## src/rtl/glb_bus_arb.sv

```systemverilog
// glb_bus_arb: round-robin sequencer for the shared global array bus.
// Registered grant and bus strobes; read tags ride a pipe matched to the array read latency.
module glb_bus_arb #(
    parameter int NREQ      = 3,
    parameter int ADR_W     = 12,
    parameter int DATA_W    = 25,
    parameter int RD_LAT    = 2,
    parameter int MAX_BURST = 16
) (
    input  logic                     CLK,
    input  logic                     RST,
    input  logic [NREQ-1:0]          REQ,
    input  logic [NREQ-1:0]          OP_WE,
    input  logic [NREQ-1:0]          OP_RE,
    input  logic [NREQ*ADR_W-1:0]    OP_ADR,
    input  logic [NREQ*DATA_W-1:0]   OP_WDATA,
    input  logic                     HOLD,
    input  logic [DATA_W-1:0]        GLB_RDATA,
    output logic [NREQ-1:0]          GNT,
    output logic [DATA_W-1:0]        RDATA,
    output logic [NREQ-1:0]          RVALID,
    output logic [ADR_W-1:0]         GLB_ADR,
    output logic [DATA_W-1:0]        GLB_WDATA,
    output logic                     GLB_WE,
    output logic                     GLB_RE,
    output logic                     ERR
);
    localparam int          OW = (NREQ > 2) ? 2 : 1;
    localparam int          CW = $clog2(MAX_BURST + 1);
    localparam int unsigned NR = NREQ;

    localparam logic [0:0] ST_IDLE = 1'b0;
    localparam logic [0:0] ST_OWN  = 1'b1;

    logic [0:0]      state_q;
    logic [OW-1:0]   owner_q;
    logic [OW-1:0]   ptr_q;
    logic [CW-1:0]   cnt_q;
    logic [NREQ-1:0] tag_q [RD_LAT+1];

    logic              op_we, op_re, accept, burst_hit;
    logic [ADR_W-1:0]  op_adr;
    logic [DATA_W-1:0] op_wdata;
    logic              at_found, nx_found;
    logic [OW-1:0]     at_sel, nx_sel, nx_ptr;
    logic [NREQ-1:0]   at_oh, nx_oh;

    always_comb begin
        int unsigned ia;
        int unsigned in;
        ia       = 0;
        in       = 0;
        op_we    = OP_WE[owner_q];
        op_re    = OP_RE[owner_q];
        op_adr   = OP_ADR[owner_q*ADR_W +: ADR_W];
        op_wdata = OP_WDATA[owner_q*DATA_W +: DATA_W];
        accept   = (state_q == ST_OWN) && REQ[owner_q] && (op_we || op_re);
        burst_hit = accept && (cnt_q == CW'(MAX_BURST - 1));

        // at_sel: first requester at or after the pointer; nx_sel: first one strictly after the owner
        at_found = 1'b0;
        at_sel   = '0;
        nx_found = 1'b0;
        nx_sel   = '0;
        for (int unsigned k = 0; k < NR; k++) begin
            ia = 32'(ptr_q) + k;
            if (ia >= NR) ia = ia - NR;
            if (!at_found && REQ[ia]) begin
                at_found = 1'b1;
                at_sel   = OW'(ia);
            end
        end
        for (int unsigned k = 1; k < NR; k++) begin
            in = 32'(owner_q) + k;
            if (in >= NR) in = in - NR;
            if (!nx_found && REQ[in]) begin
                nx_found = 1'b1;
                nx_sel   = OW'(in);
            end
        end
        nx_ptr = (32'(nx_sel) == NR - 1) ? '0 : nx_sel + 1'b1;
        at_oh  = '0;
        at_oh[at_sel] = 1'b1;
        nx_oh  = '0;
        nx_oh[nx_sel] = 1'b1;
    end

    always_ff @(posedge CLK) begin
        if (RST) begin
            state_q   <= ST_IDLE;
            owner_q   <= '0;
            ptr_q     <= '0;
            cnt_q     <= '0;
            GNT       <= '0;
            RDATA     <= '0;
            RVALID    <= '0;
            GLB_ADR   <= '0;
            GLB_WDATA <= '0;
            GLB_WE    <= 1'b0;
            GLB_RE    <= 1'b0;
            ERR       <= 1'b0;
            for (int unsigned i = 0; i <= RD_LAT; i++) tag_q[i] <= '0;
        end else begin
            GLB_WE <= 1'b0;
            GLB_RE <= 1'b0;
            if (accept) begin
                GLB_ADR   <= op_adr;
                GLB_WDATA <= op_wdata;
                GLB_WE    <= op_we;
                GLB_RE    <= op_re && !op_we;
                if (op_we && op_re) ERR <= 1'b1;
            end

            tag_q[0] <= (accept && op_re && !op_we) ? GNT : '0;
            for (int unsigned i = 1; i <= RD_LAT; i++) tag_q[i] <= tag_q[i-1];
            RVALID <= tag_q[RD_LAT];
            if (|tag_q[RD_LAT]) RDATA <= GLB_RDATA;

            case (state_q)
                ST_IDLE: begin
                    if (!HOLD && at_found) begin
                        state_q <= ST_OWN;
                        owner_q <= at_sel;
                        GNT     <= at_oh;
                        cnt_q   <= '0;
                    end
                end
                default: begin
                    if (HOLD) begin
                        state_q <= ST_IDLE;
                        GNT     <= '0;
                        cnt_q   <= '0;
                    end else if (!REQ[owner_q] || (burst_hit && nx_found)) begin
                        cnt_q <= '0;
                        if (nx_found) begin
                            owner_q <= nx_sel;
                            GNT     <= nx_oh;
                            ptr_q   <= nx_ptr;
                        end else begin
                            state_q <= ST_IDLE;
                            GNT     <= '0;
                        end
                    end else if (accept) begin
                        // lone requester at the limit keeps the bus; count simply wraps
                        cnt_q <= burst_hit ? '0 : cnt_q + 1'b1;
                    end
                end
            endcase
        end
    end
endmodule

```

## config.mk

```make
export PLATFORM = sky130hd
export DESIGN_NAME = glb_bus_arb
export DESIGN_NICKNAME = d
export VERILOG_FILES = /design/src/rtl/glb_bus_arb.sv
export SDC_FILE = /design/constraint.sdc
export NUM_CORES = 1
export LEC_CHECK = 0
export BUFFER_PORTS_ARGS = -buffer_cell sky130_fd_sc_hd__buf_2
export CAP_MARGIN = 20
export CORE_MARGIN = 1.5
export CORE_UTILIZATION = 50
export CTS_BUF_LIST = sky130_fd_sc_hd__clkbuf_4 sky130_fd_sc_hd__clkbuf_8 sky130_fd_sc_hd__clkbuf_16
export CTS_CLUSTER_DIAMETER = 60
export CTS_CLUSTER_SIZE = 24
export DETAILED_ROUTE_END_ITERATION = 10
export GPL_TIMING_DRIVEN = 0
export PLACE_DENSITY = 0.86
export SLEW_MARGIN = 20
export SYNTH_ARGS = -nofsm -noshare
export SYNTH_HDL_FRONTEND = slang
export SYNTH_SLANG_ARGS = --single-unit
```

## constraint.sdc

```tcl
create_clock -name CLK -period 4.1 [get_ports CLK]
set_input_delay 0.41 -clock CLK [delete_from_list [all_inputs] [get_ports CLK]]
set_output_delay 0.41 -clock CLK [all_outputs]
set_load 0.005 [all_outputs]
```

==> metrics.txt, run 1 <==
grt met2 use=50.5%; Routability Congestion=0.975; CP Data Required Time=4.39 ns; H-tree Lvls=3; Synth Cell Area=about 4500 um^2; #FFs+latches synth=90; XOR/XNOR Fraction of Synth Area=0%; Synth-to-Final Area Change=31.9%; Via density=5.36; Final ANT Viol Nets=0; Slew Limit Fails=0; final wirelength=13400 um; vias in the first global route=4715; Compound-Gate Fraction of Synth Area=24.5%; # setup viols final=0; die width=97.4 um; met1 Track Usage GR=31.4%; root cell of the clock tree=clkbuf_8; leak pwr=approximately 0.0025 uW; grt ovf=0; async set-reset flop share out of synthesis=0%; Core Region=8680 um^2; Synth Warn #=0; Layout fillers=707; Clock Sink Count=90; final cell count without fillers=around 850; met3 Use GR=4.10%; CP max FO=10; Die Y-Extent=97.4 um; first-pass GRT wire length=about 21000 um; Core Rows=34; largest net degree at the start of global routing=20; Adder-Cell Fraction of Synth Area=~1.6%; Detailed Place HPWL=10700 um; Max Cap Violations=0; IO buf count=~220; relative slew slack=about 50%; Max Clock Skew=0.0136 ns; Num CTS Buffers=9; Starting DRT DRC Count=233; Synth Flop Type=dfxtp_1; Max VDD drop=0.158 mV; ANT cells=0; post-cts resize count=0; cell count after synthesis=512; Tightest Pin Transition=0.740 ns; RSZ-0062 raised after global routing=no; CP Capture Type=flip-flop; DR WL/cell=15.7 um; Max Clk Rate=301 MHz; period utilization=80.9%; final hold violation count=0; pwr dens=between 300 and 400 nW/um^2; post-synth cell types=54; starting density of the core=51.3%; vias=4564; worst-case clock buffer depth=2; Post-Syn Area per Cell=a little under 9 um^2; Clk Latency, worst-skew pair=0.37 ns; critical path class=reg2reg; TritonCTS clock tree=built; crit path launch type=flip-flop; DRC viols=0; EDFF count, synth=0; critical path data arrival time=between 3 and 4 ns; placed cell count=between 800 and 900; post-CTS setup buffers=0; post-synthesis mux area share=9.92%; status=finished, final reports clean; Syn Nets=665; DR pass1 iterations=4; minimum clock period=3.32 ns; Total Routing Usage GR=27.4%; initial antenna violation count=0; post-synthesis sequential area ratio=40.5%; hold_buf cts=0; Setup TNS=0 ns; Post-Synth Simple-Gate Area=a little under a fifth; Worst Hold Class=in2reg; Nets=between 800 and 900; GRT Max-Usage Layer=met2; largest family of logic cells by synthesized area=compound AO/OA/AOI/OAI gates; IO Pins=between 200 and 250; clk slew on worst S/H paths=around 0.11 ns; ratio of cells with drive above 1 in the final layout=39.7%; die footprint=9480 um^2
[metrics by stage]
step                      power (uW)  hold slack [ns]  setup WS, ns  area [um^2]  util (%)
after global placement          1330            0.415         0.946         5670      65.3
after floorplan                 1190            0.412          1.47         4450         -
after detailed placement        1350            0.432         0.832         5670      65.3
after global routing            2030            0.253         0.452         5870      67.7
final                           1940            0.277         0.783         5870      67.7
after CTS                       1950            0.263         0.796         5870      67.7
[metal layers]
| metal | wire [um] | vias up |
|---|---|---|
| li1 | - | 2240 |
| met1 | 5260 | 2118 |
| met2 | 7020 | 169 |
| met3 | 762 | 37 |
| met4 | 354 | 0 |
| met5 | 0 | - |
[placed cells by master, fill, tap and decap left out, drive strengths merged, types with 3 or more instances in the layout]
cell type	synthesis	final
buf	22	238
nand2	60	60
inv	11	14
nor2	85	85
and2	5	5
a21oi	69	69
nor3b	3	3
ha	5	5
nand3	6	6
o2bb2ai	4	4
a211oi	38	38
clkbuf	18	27
dfxtp	90	90
o21ai	4	4
mux2i	43	43
nor2b	13	13
clkinv	0	4
o31ai	4	4
[final cells by class]
cell class                 instances  area [um^2]  area share [%]
buffer                            40          199            3.39
clock buffer                       9          124            2.11
clock inverter                     7         81.3            1.38
inverter                          11         41.3           0.703
multi-input combinational        371         2410            41.0
sequential                        90         1800            30.7
tap                              108          135            2.30
timing repair buffer             216         1080            18.4
[critical path: stages, from the launching register on]
cell      delay, ns
dfxtp_1        0.35
buf_4          0.18
clkbuf_1       0.39
buf_1          0.45
inv_1          0.10
ha_1           0.40
o311ai_1       0.48
o21ai_1        0.22
a21oi_2        0.23
nand2b_1       0.22
mux2i_1        0.21
[kinds of logic (layout without fill, tap and decap cells)]
kind of cell | count (synthesis) | count (layout)
buffers and inverters | 51 | 283
muxes | 44 | 44
adders and majority gates | 6 | 6
DFF | 90 | 90
AOI/OAI and AO/OA | 139 | 139
and+or+nand+nor | 182 | 182
[power by group]
part           switching (uW)  internal [uW]  leakage (uW)  total [uW]
Clock                     362            243      0.000103         605
Combinational             229            180       0.00172         409
Sequential               18.2            907      0.000729         926
Total                     609           1330       0.00255        1940
[path summary, 6_finish.rpt]
| check | from | to | cells past startpoint | slack (ns) |
|---|---|---|---|---|
| hold / removal | GLB_RDATA[9] | RDATA[9]$_SDFFE_PP0P_ | 3 | 0.28 |
| setup / recovery | owner_q[0]$_SDFFE_PP0P_ | owner_q[0]$_SDFFE_PP0P_ | 10 | 0.78 |
| hold reg to reg | tag_q[0][3]$_SDFF_PP0_ | tag_q[0][6]$_SDFF_PP0_ | 1 | 0.45 |
| setup reg to reg | owner_q[0]$_SDFFE_PP0P_ | owner_q[0]$_SDFFE_PP0P_ | 10 | 0.78 |
[state kept, by name (all words and copies together), names as in the netlist]
| register | flops |
|---|---|
| GLB_WDATA | 25 |
| RDATA | 25 |
| GLB_ADR | 12 |
| tag_q | 9 |
| cnt_q | 5 |
| GNT | 3 |
| RVALID | 3 |
| owner_q | 2 |
| ptr_q | 2 |
| ERR | 1 |
| GLB_RE | 1 |
| GLB_WE | 1 |
| state_q | 1 |
[cells in the mapped netlist, types with 2 or more instances]
cell / instances / area share, %
a211o_1: 2 / 0.39
a211oi_1: 5 / 0.84
a211oi_2: 33 / 9.3
a21o_1: 2 / 0.34
a21oi_1: 66 / 7.4
a21oi_2: 3 / 0.59
a31oi_1: 2 / 0.28
a41oi_1: 2 / 0.39
and2_1: 5 / 0.70
buf_1: 4 / 0.34
buf_2: 12 / 1.3
buf_4: 3 / 0.51
buf_6: 3 / 0.76
clkbuf_1: 18 / 1.5
dfxtp_1: 90 / 40
ha_1: 5 / 1.4
inv_1: 11 / 0.93
mux2i_1: 43 / 9.7
nand2_1: 60 / 5.1
nand3_1: 6 / 0.67
nand3b_1: 2 / 0.34
nor2_1: 83 / 7.0
nor2b_1: 12 / 1.7
nor3b_1: 3 / 0.51
o21ai_0: 2 / 0.22
o21ai_1: 2 / 0.22
o21bai_1: 2 / 0.34
o2bb2ai_2: 2 / 0.67
o31ai_1: 4 / 0.67
No activity file was read; power rests on OpenSTA's default activity.
==> run 2, diff against run 1 <==
--- a/config.mk
+++ b/config.mk
@@ -8,13 +8,13 @@
 export BUFFER_PORTS_ARGS = -buffer_cell sky130_fd_sc_hd__buf_2
 export CAP_MARGIN = 20
 export CORE_MARGIN = 1.5
-export CORE_UTILIZATION = 50
+export CORE_UTILIZATION = 42
 export CTS_BUF_LIST = sky130_fd_sc_hd__clkbuf_4 sky130_fd_sc_hd__clkbuf_8 sky130_fd_sc_hd__clkbuf_16
 export CTS_CLUSTER_DIAMETER = 60
 export CTS_CLUSTER_SIZE = 24
 export DETAILED_ROUTE_END_ITERATION = 10
 export GPL_TIMING_DRIVEN = 0
-export PLACE_DENSITY = 0.86
+export PLACE_DENSITY = 0.77
 export SLEW_MARGIN = 20
 export SYNTH_ARGS = -nofsm -noshare
 export SYNTH_HDL_FRONTEND = slang
==> constraint.sdc (replaced) <==
create_clock -name CLK -period 3 [get_ports CLK]
set_input_delay 0.3 -clock CLK [delete_from_list [all_inputs] [get_ports CLK]]
set_output_delay 0.3 -clock CLK [all_outputs]
set_load 0.005 [all_outputs]
==> run 2 against run 1 <==
Power up 36%. Cell area up 0.38%. Sequential share of layout area down 0.12 points. Worst hold slack worse by 0.12 ns. Critical path depth unchanged. Die area up 18%. Register-to-register slack worse by 0.39 ns.
==> metrics.txt, run 2 (synthesis gave the netlist of run 1 again) <==
status=finished, final reports clean; CP max FO=15; DR pass1 iterations=4; initial antenna violation count=0; first-pass GRT wire length=20600 um; Final ANT Viol Nets=0; Max Clk Rate=383 MHz; critical path class=reg2reg; DR WL/cell=~15 um; ratio of cells with drive above 1 in the final layout=around two fifths; Worst Hold Slack=0.154 ns; most frequent cells in the layout=227 x buf_2, 90 x dfxtp_1, 83 x nor2_1; crit-path max cell delay=0.35 ns; TritonCTS clock tree=built; placed cell count=864; CP Data Required Time=roughly 3.3 ns; pre-CTS setup slack=-0.179 ns; Most common cell on crit path=buf_4; # setup viols final=0; Layout fillers=962; pwr dens=approximately 450 nW/um^2; Setup TNS=0 ns; final cell count without fillers=slightly below 900; Int Pwr=1810 uW; clk slew on worst S/H paths=between 0.1 and 0.15 ns; Core Rows=37; Worst Hold Class=in2reg; Max VDD drop=between 0.2 and 0.25 mV; Total Routing Usage GR=22.7%; Max Clock Skew=0.0151 ns; root cell of the clock tree=clkbuf_8; Sequential Power Share=47.9%; Max Cap Violations=0; vias=4459; Clk Latency, worst-skew pair=0.38 ns; final wirelength=12800 um; largest net degree at the start of global routing=19; Nets=890; Starting DRT DRC Count=between 200 and 300; Clock Sink Count=90; crit path cell chain=buf_4 > buf_4 > inv_1 > ha_1 > and2_1 > o311ai_2 > o21ai_1 > a21oi_2 > nand2b_1 > mux2i_1; vias in the first global route=4463; worst-case clock buffer depth=2; largest registers=GLB_WDATA: 25 flops, RDATA: 25 flops, GLB_ADR: 12 flops; leak pwr=0.00254 uW; hold_buf cts=0; ANT cells=0; Synth-to-Final Area Change=32.4%; overall power=approximately 2600 uW; slowest CP cell=dfxtp_1; critical path data arrival time=around 2.9 ns; Gate power share=roughly a fifth; Routability Congestion=around 0.94; minimum clock period=2.61 ns; RSZ-0062 raised after global routing=no; CP Capture Type=flip-flop; Core Region=between 10000 and 15000 um^2; relative slew slack=about half; die footprint=around 11000 um^2; Sw Pwr=824 uW; grt ovf=0; DRC viols=0; Num CTS Buffers=9; crit path launch type=flip-flop; Via density=5.08; final hold violation count=0; Setup WS post-layout=0.391 ns; Clock power frac=31.1%; Tightest Pin Transition=0.733 ns; IO Pins=219; Die Y-Extent=about 110 um; commonest non-fill, non-tap cell in the layout=buf_2; period utilization=87.0%; Slew Limit Fails=0; Net Sw Frac=31.3%; IO buf count=216; Detailed Place HPWL=10300 um; die width=106 um; starting density of the core=43.1%; H-tree Lvls=3
[run 2: path summary, 6_finish.rpt]
check | endpoint | startpoint | slack [ns] | depth (start not counted)
worst max-delay path | owner_q[0]$_SDFFE_PP0P_ | owner_q[1]$_SDFFE_PP0P_ | 0.39 | 10
worst min-delay path | RDATA[9]$_SDFFE_PP0P_ | GLB_RDATA[9] | 0.15 | 3
worst max register to register | owner_q[0]$_SDFFE_PP0P_ | owner_q[1]$_SDFFE_PP0P_ | 0.39 | 10
worst min register to register | tag_q[0][3]$_SDFF_PP0_ | tag_q[0][0]$_SDFF_PP0_ | 0.43 | 1
[run 2: area by class of cell]
| cell class | count | area (um^2) | share of cell area (%) |
|---|---|---|---|
| repair buffers | 216 | 1080 | 18.3 |
| clock inverters | 7 | 66.3 | 1.12 |
| flip-flops and latches | 90 | 1800 | 30.6 |
| plain buffers | 38 | 194 | 3.29 |
| inverters | 11 | 41.3 | 0.700 |
| well taps | 136 | 170 | 2.89 |
| clock buffers | 9 | 124 | 2.10 |
| multi-input cells | 371 | 2420 | 41.0 |
[run 2: critical path, delay by kind of cell, from the launching register on]
family                   cells  cell delay (ns)
AO/OA/AOI/OAI                3             0.72
buffers and inverters        3             0.63
AND/OR/NAND/NOR              2             0.39
flip-flops                   1             0.35
adder cells (fa/ha/maj)      1             0.24
multiplexers                 1             0.21
[run 2: repair_timing]
| item | CTS | global route |
|---|---|---|
| resized for setup | 2 | 1 |
| setup buffers | 0 | 0 |
| endpoints found under the setup margin | 7 | 7 |
[run 2: metrics by stage]
stage	util [%]	area, um^2
floorplan	-	4450
global placement	55.2	5700
detailed placement	55.2	5700
CTS	57.1	5890
global route	57.1	5900
finish	57.1	5900
[run 2: per-layer routing]
metal	up-vias	global-route usage [%]	share of wire [%]
met5	-	0	0
met4	0	9.56	2.4
met3	27	2.45	4.4
met2	122	41.5	51
met1	2077	27.0	42
li1	2233	-	-
[run 2: power by group through the flow]
| stage | sequential (uW) | clock [uW] | combinational (uW) |
|---|---|---|---|
| 2_1_floorplan | 1290 | 0 | 332 |
| 3_3_place_gp | 1290 | 0 | 533 |
| 3_5_place_dp | 1290 | 0 | 553 |
| 4_1_cts | 1260 | 835 | 555 |
| 5_1_grt | 1270 | 895 | 611 |
| 6_report | 1260 | 818 | 553 |
